## src/rtl/sig_byte_packer_if.sv

```systemverilog
// Byte-packer bus: ROM steering (sig_q/sig_ld/sig_en), byte valid/ready stream, frame control.
// Latency: none; wiring only.
// Backpressure: byte_ready from the sink; the packer stalls the ROM while a byte is held.
interface sig_byte_packer_if;
  logic       start;
  logic       abort;
  logic       sig_q;
  logic       sig_ld;
  logic       sig_en;
  logic [7:0] byte_data;
  logic       byte_valid;
  logic       byte_ready;
  logic       byte_last;
  logic       busy;

  // Packer side
  modport master (
    input  start, abort, sig_q, byte_ready,
    output sig_ld, sig_en, byte_data, byte_valid, byte_last, busy
  );

  // Environment side (ROM + byte sink + controller)
  modport slave (
    output start, abort, sig_q, byte_ready,
    input  sig_ld, sig_en, byte_data, byte_valid, byte_last, busy
  );
endinterface

```

## src/rtl/sig_byte_packer.sv

```systemverilog
// Steers the serial signature ROM and packs its MSB-first bits into bytes on a valid/ready stream.
// Latency: start at E0 -> sig_ld E0..E1 -> bits sampled E2..E9 -> byte_valid after E9; 9 cycles/byte min.
// Backpressure: byte_ready=0 parks in PRESENT with sig_en=0 so the ROM holds its next bit.
// Optional: SIG_PACKER_REPEAT_EN restarts the frame (via LOAD) after the last byte instead of idling.
module sig_byte_packer #(
  parameter int FRAME_BYTES = 32
) (
  input  logic          clk,
  input  logic          reset_n,
  sig_byte_packer_if.master bus
);

  typedef enum logic [1:0] {IDLE, LOAD, SHIFT, PRESENT} state_t;

  localparam logic [4:0] LAST_IDX = 5'(FRAME_BYTES - 1);

  state_t     state_q, state_d;
  logic [2:0] bit_cnt_q, bit_cnt_d;
  logic [4:0] byte_cnt_q, byte_cnt_d;
  // Only the seven bits collected so far need storing; the eighth arrives
  // on sig_q during the edge that completes the byte.
  logic [6:0] shreg_q, shreg_d;
  logic [7:0] byte_data_q, byte_data_d;
  logic       is_last;

  assign is_last = (byte_cnt_q == LAST_IDX);

  // State and datapath registers
  always_ff @(posedge clk or negedge reset_n) begin
    if (!reset_n) begin
      state_q     <= IDLE;
      bit_cnt_q   <= 3'd0;
      byte_cnt_q  <= 5'd0;
      shreg_q     <= 7'd0;
      byte_data_q <= 8'h00;
    end else begin
      state_q     <= state_d;
      bit_cnt_q   <= bit_cnt_d;
      byte_cnt_q  <= byte_cnt_d;
      shreg_q     <= shreg_d;
      byte_data_q <= byte_data_d;
    end
  end

  // Next-state and datapath update; abort overrides everything, including a pending accept
  always_comb begin
    state_d     = state_q;
    bit_cnt_d   = bit_cnt_q;
    byte_cnt_d  = byte_cnt_q;
    shreg_d     = shreg_q;
    byte_data_d = byte_data_q;
    if (bus.abort) begin
      state_d = IDLE;
    end else begin
      case (state_q)
        IDLE: begin
          if (bus.start) state_d = LOAD;
        end
        LOAD: begin
          bit_cnt_d  = 3'd0;
          byte_cnt_d = 5'd0;
          state_d    = SHIFT;
        end
        SHIFT: begin
          shreg_d = {shreg_q[5:0], bus.sig_q};
          if (bit_cnt_q == 3'd7) begin
            byte_data_d = {shreg_q, bus.sig_q};
            bit_cnt_d   = 3'd0;
            state_d     = PRESENT;
          end else begin
            bit_cnt_d = bit_cnt_q + 3'd1;
          end
        end
        PRESENT: begin
          if (bus.byte_ready) begin
            if (is_last) begin
`ifdef SIG_PACKER_REPEAT_EN
              state_d = LOAD;
`else
              state_d = IDLE;
`endif
            end else begin
              byte_cnt_d = byte_cnt_q + 5'd1;
              state_d    = SHIFT;
            end
          end
        end
        default: state_d = IDLE;
      endcase
    end
  end

  // Outputs decode from registered state only
  assign bus.sig_ld     = (state_q == LOAD);
  assign bus.sig_en     = (state_q == SHIFT);
  assign bus.byte_valid = (state_q == PRESENT);
  assign bus.byte_last  = (state_q == PRESENT) && is_last;
  assign bus.busy       = (state_q != IDLE);
  assign bus.byte_data  = byte_data_q;

endmodule

```

## src/flat_wrapper.sv

```systemverilog
// flat-port wrapper written by rule: the top's interface ports become plain ports
module sig_byte_packer_flat 
#(
  parameter int FRAME_BYTES = 32
)
  (clk, reset_n, bus_start, bus_abort, bus_sig_q, bus_byte_ready, bus_sig_ld, bus_sig_en, bus_byte_data, bus_byte_valid, bus_byte_last, bus_busy);
  sig_byte_packer_if bus_i ();
  input  logic clk;
  input  logic reset_n;
  input wire logic [$bits(bus_i.start)-1:0] bus_start;
  input wire logic [$bits(bus_i.abort)-1:0] bus_abort;
  input wire logic [$bits(bus_i.sig_q)-1:0] bus_sig_q;
  input wire logic [$bits(bus_i.byte_ready)-1:0] bus_byte_ready;
  output wire logic [$bits(bus_i.sig_ld)-1:0] bus_sig_ld;
  output wire logic [$bits(bus_i.sig_en)-1:0] bus_sig_en;
  output wire logic [$bits(bus_i.byte_data)-1:0] bus_byte_data;
  output wire logic [$bits(bus_i.byte_valid)-1:0] bus_byte_valid;
  output wire logic [$bits(bus_i.byte_last)-1:0] bus_byte_last;
  output wire logic [$bits(bus_i.busy)-1:0] bus_busy;
  assign bus_i.start = bus_start;
  assign bus_i.abort = bus_abort;
  assign bus_i.sig_q = bus_sig_q;
  assign bus_i.byte_ready = bus_byte_ready;
  assign bus_sig_ld = bus_i.sig_ld;
  assign bus_sig_en = bus_i.sig_en;
  assign bus_byte_data = bus_i.byte_data;
  assign bus_byte_valid = bus_i.byte_valid;
  assign bus_byte_last = bus_i.byte_last;
  assign bus_busy = bus_i.busy;
  sig_byte_packer #(.FRAME_BYTES(FRAME_BYTES)) u_core (.clk(clk), .reset_n(reset_n), .bus(bus_i));
endmodule
```

## config.mk

```make
export PLATFORM = sky130hd
export DESIGN_NAME = sig_byte_packer_flat
export DESIGN_NICKNAME = d
export VERILOG_FILES = /design/src/rtl/sig_byte_packer_if.sv /design/src/rtl/sig_byte_packer.sv /design/src/flat_wrapper.sv
export SDC_FILE = /design/constraint.sdc
export NUM_CORES = 1
export LEC_CHECK = 0
export ABC_AREA = 0
export BUFFER_PORTS_ARGS = -buffer_cell sky130_fd_sc_hd__buf_2
export CORE_MARGIN = 2
export CORE_UTILIZATION = 40
export DETAILED_ROUTE_END_ITERATION = 8
export MAX_ROUTING_LAYER = met4
export PLACE_DENSITY_LB_ADDON = 0.12
export SLEW_MARGIN = 20
export SYNTH_ARGS = -nofsm -noshare
export SYNTH_HDL_FRONTEND = slang
export SYNTH_SLANG_ARGS = --single-unit
```

## constraint.sdc

```tcl
create_clock -name clk -period 2.25 [get_ports clk]
set_input_delay 0.45 -clock clk [delete_from_list [all_inputs] [get_ports clk]]
set_output_delay 0.45 -clock clk [all_outputs]
set_load 0.01 [all_outputs]
```

==> run summary, run 1 <==
The setup check on the worst reg-to-reg path leaves a slack of 0.38 ns. In the routed design, unresolved DRC markers number 0. The average cell area after synthesis is 13.3 um^2. The normalized max-slew margin is 0.639. The count of nets left with antenna violations once routing finished came out at 0.

The sequential share of the synthesized area is 0.497, and the HPWL after detailed placement is 1510 um. The longest clock path from root to sink contains 2 buffers. Among the stages of the critical path, the cell type that occurs most often is ha_1. The initial antenna violation count was 0; the area of the core was 3030 um^2. The detail-routed via count per cell works out to 4.83. In this run the post-CTS setup repair buffer count came out at 0. The number of hold-repair buffers added at the cts stage came out at 0. The core utilization of the finished layout is 0.471. The yosys synthesis warning count is 0. Among cell families on the critical path, the largest total delay comes from adder cells. The run gives 0 as the number of pins exceeding their max-slew limit in the final report. Measured along the y axis, the die boundary spans 60.1 um. For this design, the slowest cell found on the critical path is dfrtp_1. The full die area was 3620 um^2; the register clock-pin slew on the reported worst setup and hold paths was 0.12 ns. After global routing the overflow that remains totals 0. For the final database, setup skew stands at 0.00202 ns. The top fanout value on the critical path works out to 4.

The flow ran to the end, and the final reports show no timing, DRC or antenna violations. The category of the critical setup timing path was register to output pin. The mapped netlist covers 1260 um^2.

19 I/O pins were placed. The logs give 798 for the number of global-route vias before repair and 31 for the distinct cell type count of the synthesized netlist. Layout net count: 132.

The first-pass iteration count of the detailed router is 4, and the area overhead of the layout relative to synthesis is 13.3%. The top cell types in the final layout, fill and taps aside, are dfrtp_1, buf_2, mux2_2, mux2_4, ha_1. After detailed placement, the design holds a cell count of 156.

The tools report the number of antenna repair diodes as 0. The clock sink total is 25, and the final cycle utilization of the critical path is 0.949. The type of the most critical hold path was primary input to asynchronous set/reset pin. The cell count of the worst reg-to-reg path is 6.

The synthesis-stage register bit count works out to 25. The DRC violation total after the first TritonRoute iteration was 15; the setup TNS was 0 ns. Summing internal, switching and leakage power gives 1.11 mW. For the global-route usage over all layers, the log shows 0.138.

The logs give 1.80 ns for the required time of the worst setup path and 0 for the count of final setup violators. The type of element launching the critical path was a register. Setup repair after global routing left no endpoint under its margin. First-pass GRT wire length: 3610 um. STA classifies the critical path endpoint as an output pin. The share of layout cells above drive strength 1 came out at 0.402. The tools report the capture point of the worst reg-to-reg path as u_core.byte_cnt_q[3]. The width of the chip was 60.1 um; the number of placement rows was 20. After clock tree synthesis, the repair step resized 0 gates.

The tree is rooted in a clkbuf_4. For the effective utilization at floorplan, the log shows 0.416. Leaving out fill and tap cells, the most frequent cell in the layout is dfrtp_1.

The tool flagged a number of max-cap violations equal to 0. TritonCTS built the clock tree. The tools report the number of buffers created by CTS as 3. Port buffering added 18 buffers.

For the worst-skew pair, the clock arrives at the later sink with an insertion delay of 0.30 ns. For the finished layout, the period the worst path requires is 2.13 ns. For this design the static power due to leakage is 0.745 nW. For the worst setup path, the data arrival time is 1.68 ns. The worst flop-to-flop path startpoint is u_core.byte_cnt_q[0].

The total number of H-tree levels came out at 1. The final instance area was 1430 um^2; the cell area power density was 778 nW/um^2. The detail-routed net length per standard cell works out to 12.6 um. For the pin with the worst max-slew slack, the measured transition is 0.542 ns. The logs give 109 for the net count after synthesis and 95 for the number of standard cells after synthesis. The cell area after placement came out at 1390 um^2. Across the VDD grid, the largest voltage drop is 442 uV.

Entering global routing, the biggest net connects 26 pins. Summing over every cut layer, the via total after detailed routing is 778. The buffering stage count on the worst path with inverters included is 1, and the maximum cell stage delay along the critical path is 0.42 ns. The sum of routed wire length over all layers is 2030 um, and the post-route non-filler standard cell count is 161. The congestion estimate from routability-driven global placement came to 0.743. The final hold violation count was 0.

Traced cell by cell, the critical path runs through ha_1 -> and3_1 -> ha_1 -> and2_2 -> buf_2. The run gives 468 MHz as the peak clock frequency supported by timing.
logic make-up (layout without fill, tap and decap cells):
kind of cell	count (synthesis)	count (layout)	share of synthesized area
flops	25	25	0.497
simple gates	25	25	0.134
buf+inv	5	27	0.0238
fa+ha+maj	8	8	0.0794
compound gates	15	15	0.0904
mux	17	17	0.176
cell usage after synthesis (all sizes together):
| library cell | n | area (um^2) |
|---|---|---|
| dfrtp | 25 | 626 |
| mux2 | 17 | 221 |
| ha | 8 | 100 |
| nand2 | 7 | 42.5 |
| a22o | 6 | 55.1 |
| nand2b | 5 | 38.8 |
| inv | 3 | 11.3 |
| o21ai | 3 | 15.0 |
| buf | 2 | 18.8 |
| nand3 | 2 | 10.0 |
| nor2b | 2 | 15.0 |
| nor3 | 2 | 10.0 |
| nor3b | 2 | 20.0 |
| a2111oi | 1 | 8.76 |
| a21oi | 1 | 5.00 |
| a31oi | 1 | 6.26 |
| a41oi | 1 | 8.76 |
| and2 | 1 | 7.51 |
| and3 | 1 | 6.26 |
| nor2 | 1 | 3.75 |
| o211ai | 1 | 7.51 |
| o21bai | 1 | 7.51 |
| or2b | 1 | 7.51 |
| or4 | 1 | 7.51 |
layout make-up:
type / instances / area [um^2]
clock buffer: 4 / 26.3
inverter: 3 / 11.3
timing repair buffer: 20 / 105
fill: 282 / 1600
multi-input combinational: 65 / 604
sequential: 25 / 626
tap: 44 / 55.1
registers in the layout, indices dropped and copies added (netlist names):
register,count
u_core.bit_cnt_q,3
u_core.bus.byte_data,8
u_core.byte_cnt_q,5
u_core.shreg_q,7
u_core.state_q,2
report_power, final:
part	internal [mW]	switching, mW
sequential	0.519	0.0575
clock	0.0691	0.120
combinational	0.171	0.175
per-stage QoR:
step	worst slack (ns)	hold WS [ns]
detailed placement	0.378	0.475
global placement	0.420	0.472
CTS	0.0810	0.122
global route	0.00576	0.129
floorplan	0.461	0.154
finish	0.115	0.108
worst max path at each step:
| stage | endpoint | depth (start not counted) | from |
|---|---|---|---|
| global placement | u_core.byte_cnt_q[3] | 6 | u_core.byte_cnt_q[0] |
| floorplan | u_core.byte_cnt_q[3] | 6 | u_core.byte_cnt_q[0] |
| finish | bus_byte_last | 5 | u_core.byte_cnt_q[0] |
| CTS | bus_byte_last | 5 | u_core.byte_cnt_q[0] |
| global route | bus_byte_last | 5 | u_core.byte_cnt_q[0] |
| detailed placement | u_core.byte_cnt_q[3] | 6 | u_core.byte_cnt_q[0] |
per-layer routing:
layer | GRT usage | share of wire
met3 | 0.0455 | 0.023
met2 | 0.216 | 0.50
met5 | - | 0
met1 | 0.171 | 0.47
met4 | 0.0381 | 0.0069
No activity file was read; power rests on OpenSTA's default activity.
==> run 2, diff against run 1 <==
CORE_MARGIN = 8   (was 2)
CORE_UTILIZATION = 55   (was 40)
clock period = 2 ns   (was 2.25 ns; I/O delays follow)
==> run 2 against run 1 <==
  * Non-clock buffer count rose by 2
  * Sequential share of layout area fell by 0.64 points
  * Via count rose by 3.1%
  * Clock-buffer cell count did not move
  * Hold slack got worse by 0.063 ns
  * Clock power rose by 17%
  * Largest cell class unchanged
  * Highest routed layer unchanged
==> run summary, run 2 (synthesis results as in run 1) <==
The run finished with clean final reports. The number of primary I/O pins was 19. Setup slack closes at 0.0505 ns. For the worst-skew pair, the clock arrives at the later sink with an insertion delay of 0.31 ns. The run gives 0 as the initial antenna violation count. Clock-pin slew was measured on the worst setup and hold paths at 0.13 ns.

The logs give 1450 um^2 for the final instance area and 814 for the number of global-route vias before repair. In this run the critical register-to-register path is captured at u_core.byte_cnt_q[3]. IR analysis of the VDD net gives a maximum drop of 650 uV. The logs give 3 for the number of buffers created by CTS and 0 for the final global-route overflow total. Number of antenna repair diodes: 0.

The transition time at the pin with the least slew margin came out at 0.538 ns. The number of flip-flops under the largest register name is 8, and the global-route usage over all layers is 0.112. The required time of the worst setup path came out at 1.60 ns.

Category of the critical setup timing path: register to output pin. The tools report the timing startpoint of the critical path as u_core.byte_cnt_q[1]. Leaving out fill and tap cells, the most frequent cells in the layout are dfrtp_1, buf_2, mux2_2, mux2_4. The reported max-cap violation count was 0; the final period demand of the worst path was 1.95 ns. The tools report the setup TNS as 0 ns. The worst-case clock skew came out at 0.00500 ns. The tools report the type of element launching the critical path as a register.

Setup repair after global routing left no endpoint under its margin. Most common cell after layout, fill and taps aside: dfrtp_1. For the first-pass iteration count of the detailed router, the log shows 4. Summed over all layers, the routed wires come to 2050 um. Summed over all nets, the half-perimeter wirelength after detailed placement is 1470 um. STA classifies the critical path endpoint as an output pin. The effective utilization at floorplan was 0.575; the number of placement rows was 17.

The tools report the number of hold-repair buffers added at the cts stage as 0. The reg-to-reg setup timing slack was 0.13 ns. Using the TritonRoute via totals, the vias-per-cell ratio works out to 5.46. Data arrives at the worst endpoint at 1.55 ns. The number of buffers on the longest clock path was 2. The standby leakage power was 0.748 nW. The final cycle utilization of the critical path came out at 0.975.

For the post-route total power, the log shows 1.27 mW. The region available for standard cell placement spans 2190 um^2. The tools report the DRC violation count after routing as 0. The count of nets left with antenna violations once routing finished came out at 0. The most critical setup path has its endpoint at bus_byte_last. The cell count of the worst reg-to-reg path was 7; the count of final setup violators was 0.

The first global-routing pass estimated 3710 um of wire. The share of layout cells above drive strength 1 came out at 0.437. Timing analysis after detailed placement gives a worst setup slack of 0.130 ns. The die covers 4080 um^2. TritonCTS built the clock tree.

The vertical extent of the die is 63.9 um. At the end of routability-driven placement, the weighted congestion stood at 0.889. Along the worst path, the maximum fanout reaches 3.

The cell area power density works out to 875 nW/um^2. Port buffering added 18 buffers. In this run the clock root is driven by a clkbuf_4.

In this run the critical register-to-register path is launched from u_core.byte_cnt_q[1]. The final hold violation count was 0. Number of pins exceeding their max-slew limit in the final report: 0. The pin count of the biggest net entering global routing is 26, and the total number of H-tree levels is 1.

Normalized max-slew margin: 0.641. The clock sink total was 25; the area overhead of the layout relative to synthesis was 15.0%. The DRC violation total after the first TritonRoute iteration was 12. The routed layout has 802 vias. From left edge to right edge, the die measures 63.9 um.

In the final routed layout, each cell accounts on average for 13.9 um. The tightest min-delay check is of the primary input to asynchronous set/reset pin type. Based on the critical path, the design can be clocked at up to 513 MHz. The cell area after placement is 1370 um^2.

The run gives 134 as the layout net count.
==> run 2: changes by cell type in the layout (fill, tap and decap cells not counted), sizes merged <==
cell,delta
buf,+2
==> run 2: how the worst min path moves through the flow <==
stage	startpoint	endpoint	cells past startpoint
floorplan	reset_n	u_core.bit_cnt_q[0]	0
global route	reset_n	u_core.bit_cnt_q[0]	1
finish	reset_n	u_core.bit_cnt_q[0]	1
CTS	reset_n	u_core.bus.byte_data[3]	1
detailed placement	reset_n	u_core.byte_cnt_q[4]	1
global placement	reset_n	u_core.byte_cnt_q[4]	1
==> run 2: worst max-delay path: stages, from the launching register on <==
cell and delay, ns:
dfrtp_1 0.41, ha_2 0.20, and3_4 0.18, ha_4 0.15, and2_2 0.18, buf_6 0.11
==> run 2: routing by layer <==
layer / wire, um / track usage
met4: 6 / 0.0251
met3: 95 / 0.0436
met2: 946 / 0.174
met1: 999 / 0.135
met5: 0 / -
==> run 2: per-stage QoR <==
stage | utilization | hold WS, ns | instances
finish | 0.661 | 0.0450 | 147
global route | 0.661 | 0.0829 | 147
CTS | 0.652 | 0.0621 | 147
detailed placement | 0.627 | 0.418 | 140
global placement | 0.627 | 0.414 | 140
floorplan | - | 0.104 | 95
==> run 2: where the power goes <==
part	switching (mW)	leakage [nW]	internal, mW
clock network	0.144	0.0150	0.0780
registers	0.0639	0.343	0.584
logic	0.204	0.390	0.193
==> run 2: timing repair <==
action	4_1_cts	5_1_grt
buffers inserted	3	0
setup endpoints to repair	1	1
gates resized for setup	2	3
endpoints found under the hold margin	0	0
pin swaps	0	1
==> run 2: layout make-up <==
cell class | count | area [um^2]
clock buffer | 4 | 26.3
fill | 165 | 742
inverter | 3 | 11.3
multi-input combinational | 65 | 624
sequential | 25 | 626
tap | 28 | 35.0
timing repair buffer | 22 | 126
